**config.mk**
```make
export PLATFORM = sky130hd
export DESIGN_NAME = alu_flag_unit_flat
export DESIGN_NICKNAME = d
export VERILOG_FILES = /design/src/rtl/alu_flag_unit_if.sv /design/src/rtl/alu_flag_unit.sv /design/src/flat_wrapper.sv
export SDC_FILE = /design/constraint.sdc
export NUM_CORES = 1
export LEC_CHECK = 0
export ABC_AREA = 1
export BUFFER_PORTS_ARGS = -buffer_cell sky130_fd_sc_hd__clkbuf_2
export CAP_MARGIN = 20
export CORE_AREA = 8 8 45 47
export CTS_BUF_LIST = sky130_fd_sc_hd__clkbuf_8 sky130_fd_sc_hd__clkbuf_16
export DETAILED_ROUTE_END_ITERATION = 8
export DIE_AREA = 0 0 53 55
export GPL_TIMING_DRIVEN = 0
export PLACE_DENSITY = 0.69
export SETUP_SLACK_MARGIN = 0.4
export SLEW_MARGIN = 10
export SYNTH_ARGS = -nofsm -noshare
export SYNTH_HDL_FRONTEND = slang
export SYNTH_SLANG_ARGS = --single-unit
```
**constraint.sdc**
```tcl
create_clock -name clk -period 2.55 [get_ports clk]
set_clock_uncertainty 0.05 [all_clocks]
set_input_delay 0.1275 -clock clk [delete_from_list [all_inputs] [get_ports clk]]
set_output_delay 0.1275 -clock clk [all_outputs]
set_load 0.05 [all_outputs]
```
**src/rtl/alu_flag_unit_if.sv**
```systemverilog
// ALU-result / flag / branch bundle between the Gumnut datapath and the flag unit.
// Latency: none, wires only.
// Backpressure: none; the flag unit accepts every request and never stalls.
//
// Signals:
//   alu_valid, alu_out, alu_cout, alu_vout, flag_we : ALU result and flag-write strobe
//   int_ack, reti                                   : interrupt entry / return pulses
//   br_req, br_cond                                 : branch evaluation request
//   br_valid, br_taken                              : registered branch response
//   z_flag, c_flag, v_flag (ALU_V_FLAG_EN)          : architectural flags
//   in_isr, seq_err                                 : ISR state and sticky protocol error
interface alu_flag_unit_if #(
   parameter int DATA_W = 8
);
   logic              alu_valid;
   logic [DATA_W-1:0] alu_out;
   logic              alu_cout;
   logic              alu_vout;
   logic              flag_we;
   logic              int_ack;
   logic              reti;
   logic              br_req;
   logic [2:0]        br_cond;
   logic              br_valid;
   logic              br_taken;
   logic              z_flag;
   logic              c_flag;
`ifdef ALU_V_FLAG_EN
   logic              v_flag;
`endif
   logic              in_isr;
   logic              seq_err;

   // Core side: drives ALU results and control pulses, observes flags/branch.
   modport master (
      output alu_valid, alu_out, alu_cout, alu_vout, flag_we,
      output int_ack, reti, br_req, br_cond,
      input  br_valid, br_taken, z_flag, c_flag,
`ifdef ALU_V_FLAG_EN
      input  v_flag,
`endif
      input  in_isr, seq_err
   );

   // Flag unit side.
   modport slave (
      input  alu_valid, alu_out, alu_cout, alu_vout, flag_we,
      input  int_ack, reti, br_req, br_cond,
      output br_valid, br_taken, z_flag, c_flag,
`ifdef ALU_V_FLAG_EN
      output v_flag,
`endif
      output in_isr, seq_err
   );
endinterface

```
**src/rtl/alu_flag_unit.sv**
```systemverilog
// Condition-flag register (Z, C, optional V) with branch resolution and ISR flag save/restore.
// Latency: flags and branch response are registered, visible one cycle after the sampling edge.
// Backpressure: none; every br_req yields a br_valid pulse the next cycle, back-to-back allowed.
//
// Ports:
//   clk   : core clock, all state on rising edge
//   rst_n : synchronous active-low reset
//   bus   : alu_flag_unit_if.slave (ALU result in, branch/flag/ISR status out)
// Build option: define ALU_V_FLAG_EN to add the overflow flag V, its shadow copy,
// the v_flag output and the bv/bnv branch conditions.
module alu_flag_unit #(
   parameter int DATA_W = 8
) (
   input  logic          clk,
   input  logic          rst_n,
   alu_flag_unit_if.slave bus
);

   typedef enum logic {
      ST_RUN = 1'b0,
      ST_ISR = 1'b1
   } state_t;

   state_t state_q, state_d;

   logic z_q, z_d;
   logic c_q, c_d;
   logic zs_q, zs_d;           // shadow copies taken on interrupt entry
   logic cs_q, cs_d;
`ifdef ALU_V_FLAG_EN
   logic v_q, v_d;
   logic vs_q, vs_d;
`endif
   logic br_valid_q, br_valid_d;
   logic br_taken_q, br_taken_d;
   logic seq_err_q, seq_err_d;
   logic in_isr_q, in_isr_d;

   logic [DATA_W-1:0] res;
   logic              flag_wr;
   logic              z_post, c_post;   // flags as they stand after this cycle's ALU write
`ifdef ALU_V_FLAG_EN
   logic              v_post;
`else
   logic              unused_vout;
   assign unused_vout = bus.alu_vout;
`endif

   assign res     = bus.alu_out;
   assign flag_wr = bus.alu_valid & bus.flag_we;
   assign z_post  = flag_wr ? (res == '0) : z_q;
   assign c_post  = flag_wr ? bus.alu_cout : c_q;
`ifdef ALU_V_FLAG_EN
   assign v_post  = flag_wr ? bus.alu_vout : v_q;
`endif

   // Branches look only at the registered flags; a write in the same cycle
   // is deliberately not forwarded.
   always_comb begin
      br_valid_d = bus.br_req;
      br_taken_d = 1'b0;
      if (bus.br_req) begin
         case (bus.br_cond)
            3'b000:  br_taken_d = z_q;
            3'b001:  br_taken_d = ~z_q;
            3'b010:  br_taken_d = c_q;
            3'b011:  br_taken_d = ~c_q;
`ifdef ALU_V_FLAG_EN
            3'b100:  br_taken_d = v_q;
            3'b101:  br_taken_d = ~v_q;
`endif
            default: br_taken_d = 1'b0;
         endcase
      end
   end

   always_comb begin
      state_d   = state_q;
      z_d       = z_post;
      c_d       = c_post;
      zs_d      = zs_q;
      cs_d      = cs_q;
`ifdef ALU_V_FLAG_EN
      v_d       = v_post;
      vs_d      = vs_q;
`endif
      seq_err_d = seq_err_q;

      case (state_q)
         ST_RUN: begin
            if (bus.int_ack) begin
               // The interrupted instruction retires first, so the shadow
               // captures the post-write flags.
               zs_d    = z_post;
               cs_d    = c_post;
`ifdef ALU_V_FLAG_EN
               vs_d    = v_post;
`endif
               state_d = ST_ISR;
            end
            if (bus.reti) begin
               seq_err_d = 1'b1;
            end
         end
         ST_ISR: begin
            if (bus.reti) begin
               // Restore takes priority over any concurrent ALU flag write.
               z_d     = zs_q;
               c_d     = cs_q;
`ifdef ALU_V_FLAG_EN
               v_d     = vs_q;
`endif
               state_d = ST_RUN;
            end
            if (bus.int_ack) begin
               seq_err_d = 1'b1;   // no nesting, shadow left alone
            end
         end
         default: state_d = ST_RUN;
      endcase

      in_isr_d = (state_d == ST_ISR);
   end

   always_ff @(posedge clk) begin
      if (!rst_n) begin
         state_q    <= ST_RUN;
         z_q        <= 1'b0;
         c_q        <= 1'b0;
         zs_q       <= 1'b0;
         cs_q       <= 1'b0;
`ifdef ALU_V_FLAG_EN
         v_q        <= 1'b0;
         vs_q       <= 1'b0;
`endif
         br_valid_q <= 1'b0;
         br_taken_q <= 1'b0;
         seq_err_q  <= 1'b0;
         in_isr_q   <= 1'b0;
      end else begin
         state_q    <= state_d;
         z_q        <= z_d;
         c_q        <= c_d;
         zs_q       <= zs_d;
         cs_q       <= cs_d;
`ifdef ALU_V_FLAG_EN
         v_q        <= v_d;
         vs_q       <= vs_d;
`endif
         br_valid_q <= br_valid_d;
         br_taken_q <= br_taken_d;
         seq_err_q  <= seq_err_d;
         in_isr_q   <= in_isr_d;
      end
   end

   assign bus.br_valid = br_valid_q;
   assign bus.br_taken = br_taken_q;
   assign bus.z_flag   = z_q;
   assign bus.c_flag   = c_q;
`ifdef ALU_V_FLAG_EN
   assign bus.v_flag   = v_q;
`endif
   assign bus.in_isr   = in_isr_q;
   assign bus.seq_err  = seq_err_q;

endmodule

```
**src/flat_wrapper.sv**
```systemverilog
// flat-port wrapper written by rule: the top's interface ports become plain ports
module alu_flag_unit_flat 
#(
   parameter int DATA_W = 8
)
  (clk, rst_n, bus_alu_valid, bus_alu_out, bus_alu_cout, bus_alu_vout, bus_flag_we, bus_int_ack, bus_reti, bus_br_req, bus_br_cond, bus_br_valid, bus_br_taken, bus_z_flag, bus_c_flag, bus_in_isr, bus_seq_err);
  alu_flag_unit_if #(.DATA_W(DATA_W)) bus_i ();
  input  logic clk;
  input  logic rst_n;
  input wire logic [$bits(bus_i.alu_valid)-1:0] bus_alu_valid;
  input wire logic [$bits(bus_i.alu_out)-1:0] bus_alu_out;
  input wire logic [$bits(bus_i.alu_cout)-1:0] bus_alu_cout;
  input wire logic [$bits(bus_i.alu_vout)-1:0] bus_alu_vout;
  input wire logic [$bits(bus_i.flag_we)-1:0] bus_flag_we;
  input wire logic [$bits(bus_i.int_ack)-1:0] bus_int_ack;
  input wire logic [$bits(bus_i.reti)-1:0] bus_reti;
  input wire logic [$bits(bus_i.br_req)-1:0] bus_br_req;
  input wire logic [$bits(bus_i.br_cond)-1:0] bus_br_cond;
  output wire logic [$bits(bus_i.br_valid)-1:0] bus_br_valid;
  output wire logic [$bits(bus_i.br_taken)-1:0] bus_br_taken;
  output wire logic [$bits(bus_i.z_flag)-1:0] bus_z_flag;
  output wire logic [$bits(bus_i.c_flag)-1:0] bus_c_flag;
  output wire logic [$bits(bus_i.in_isr)-1:0] bus_in_isr;
  output wire logic [$bits(bus_i.seq_err)-1:0] bus_seq_err;
  assign bus_i.alu_valid = bus_alu_valid;
  assign bus_i.alu_out = bus_alu_out;
  assign bus_i.alu_cout = bus_alu_cout;
  assign bus_i.alu_vout = bus_alu_vout;
  assign bus_i.flag_we = bus_flag_we;
  assign bus_i.int_ack = bus_int_ack;
  assign bus_i.reti = bus_reti;
  assign bus_i.br_req = bus_br_req;
  assign bus_i.br_cond = bus_br_cond;
  assign bus_br_valid = bus_i.br_valid;
  assign bus_br_taken = bus_i.br_taken;
  assign bus_z_flag = bus_i.z_flag;
  assign bus_c_flag = bus_i.c_flag;
  assign bus_in_isr = bus_i.in_isr;
  assign bus_seq_err = bus_i.seq_err;
  alu_flag_unit #(.DATA_W(DATA_W)) u_core (.clk(clk), .rst_n(rst_n), .bus(bus_i));
endmodule
```
==> results.yml <==
status:
  outcome: "completed"
setup_path:
  reg2reg_depth: 4
  cp-start-kind: "register"
  critPathMaxFanout: 3
  cp_top_family: "flip-flops"
  crit_arrival_ns: 0.86
  required_ns: 2.37
  crit_end: "bus_in_isr"
  cp_num_cells: 1
  cp-startpoint: "u_core.bus.in_isr"
  critical_path_class: "register to output pin"
  cp-end-kind: "output pin"
  crit_chain: "clkbuf_2"
  r2r-end: "u_core.bus.br_taken"
  crit_slowest_cell: "dfxtp_1"
  worstPathBufferInverterCount: 1
  cp_slowest_stage_delay_ns: 0.35
  reg2reg_from: "u_core.bus.z_flag"
  rrSetupSlack_ns: 1.66
yosys:
  yosys_warnings: 0
  synth.area.top_cells: "dfxtp_1 43%, nand2_1 12%, inv_1 11%"
  syn_inst: 54
  synth.yosys.seq_area_share: 0.4339
  synthesis.nets: 74
  ys_ff_latch: 8
  netlist.area_leader.share: 0.4339
  netlist_area_um2: 369.1
  synth_largest_area_cell: "dfxtp_1"
  synth_area_per_cell_um2: 6.835
  synth_cell_types: 16
route:
  vias: 410
  avgRoutedWirePerCell_um: 9.433
  ant_nets: 0
  viasPerCell: 4.227
  drc: 0
  drt-total-wl_um: 915
  drt_pass1_iterations: 4
  drt_iter0_markers: 9
layout:
  final_layout_size_suffix_gt1_frac: 0.3580
  area_growth_pct: 49.15
  fin_nets: 103
  mostFrequentLayoutCell: "clkbuf_2"
  num_antenna_cells: 0
  post-route-util: 0.3978
  n_fill_cell: 148
  layout_common_cells: "24 x clkbuf_2, 12 x nand2_1, 11 x inv_1, 8 x dfxtp_1, 6 x nor2_1"
hold_path:
  hold_depth: 3
  hp-class: "input port to register"
cts:
  post_cts_resized: 0
  cts_root_buffer: "clkbuf_8"
  clk_latency_ns: 0.22
  hold_buffers: 0
  htreeDepth: 1
  post_cts_buffers: 0
  clk_pin_slew_ns: 0.04
  cts_buffer_depth: 2
  clock_sinks: 8
  cts_buffers: 3
  cts_tree: "done"
sta:
  finalCritPeriodShare: 0.4061
  slew_viol_final: 0
  clock.fmax_ghz: 0.9656
  setup-tns-final_ns: 0
  rsz0062_at_grt: "no"
  slew-limit-headroom: 0.8135
  min_period_ns: 1.036
  final-setup-viol-count: 0
  worst_pin_slew_ns: 0.2809
  hold_violations: 0
grt:
  antenna_found_initial: 0
  grtUsageMet3: 0.04278
  use_met1: 0.05496
  busiest_layer: "met2"
  grt_overflow: 0
  grt_pass1_vias: 429
  grt_max_degree: 6
  grt_use_met2: 0.1348
  grt_pass1_wl_um: 1538
  grt_use_total: 0.07225
power:
  vdd_drop_max_uv: 311.8
  powerDensity_nw_per_um2: 645.2
  leakagePower_nw: 0.3296
floorplan:
  die_w_um: 53
  initial_core_util: 0.2667
  io_pins: 26
  core_area_um2: 1384
  die-area_um2: 2915
  rows: 14
  die_h_um: 55
placed_design:
  routabilityCongestion: 0.7717
  port_buffers: 24
run:
  cap_violations: 0
[through the flow]
step                      instances  power, mW  hold slack (ns)  worst slack (ns)  area, um^2
after floorplan                  54     0.1857           0.1890             1.333       369.1
after global placement           94     0.2101           0.2815             1.661       509.2
after detailed placement         94     0.2111           0.2889             1.666       509.2
after CTS                        97     0.3610          0.05846             1.504       550.5
after global routing             97     0.3773          0.08196             1.454       550.5
final                            97     0.3552          0.05936             1.514       550.5
[cells by family after synthesis]
logic type      after synthesis  synth area share
flops                         8            0.4339
compound gates                9            0.1492
simple gates                 24            0.2712
xor+xnor                      1           0.02373
buf+inv                      12            0.1220
[worst register-to-register path: stages, from the launching register on]
cell and delay, ns:
dfxtp_1 0.34, inv_1 0.06, o21ai_2 0.11, xor2_1 0.15, and2_1 0.13
[worst min path at each step]
stage / start / to / slack (ns)
floorplan: rst_n / u_core.bus.br_valid / 0.19
global placement: bus_br_req / u_core.bus.br_valid / 0.28
detailed placement: bus_br_req / u_core.bus.br_valid / 0.29
CTS: bus_br_req / u_core.bus.br_valid / 0.06
global route: bus_br_req / u_core.bus.br_valid / 0.08
finish: bus_br_req / u_core.bus.br_valid / 0.06
[power by group]
group / switching, mW / internal [mW] / total [mW]
Combinational: 0.0451 / 0.0247 / 0.0698
Sequential: 0.00448 / 0.135 / 0.139
Clock: 0.0445 / 0.102 / 0.146
[cell usage after synthesis (all sizes together)]
cell    count
a211oi      1
a21oi       2
dfxtp       8
nand3       4
xor2        1
nand2      12
o21ai       4
nor2        6
o211ai      1
inv        12
a31oi       1
and2        2
[cell type report]
class                   instances  area [um^2]  share of cell area
clock buffers                   3        41.29             0.07500
multi-input cells              34        163.9              0.2977
inverters                      12        45.04             0.08182
repair buffers                 24        120.1              0.2182
flip-flops and latches          8        160.2              0.2909
well taps                      16        20.02             0.03636
[metal layers]
metal | wire length, um | share of wire | vias to the layer above
met2 | 504 | 0.55 | 8
met5 | 0 | 0 | -
met3 | 75 | 0.082 | 0
met1 | 336 | 0.37 | 180
met4 | 0 | 0 | 0
li1 | - | - | 222
[sequential cells by signal (all words and copies together) (netlist names)]
name	count
u_core.bus.seq_err	1
u_core.bus.br_taken	1
u_core.bus.c_flag	1
u_core.bus.br_valid	1
u_core.bus.z_flag	1
u_core.zs_q	1
u_core.cs_q	1
u_core.bus.in_isr	1
No activity file was read; power rests on OpenSTA's default activity.
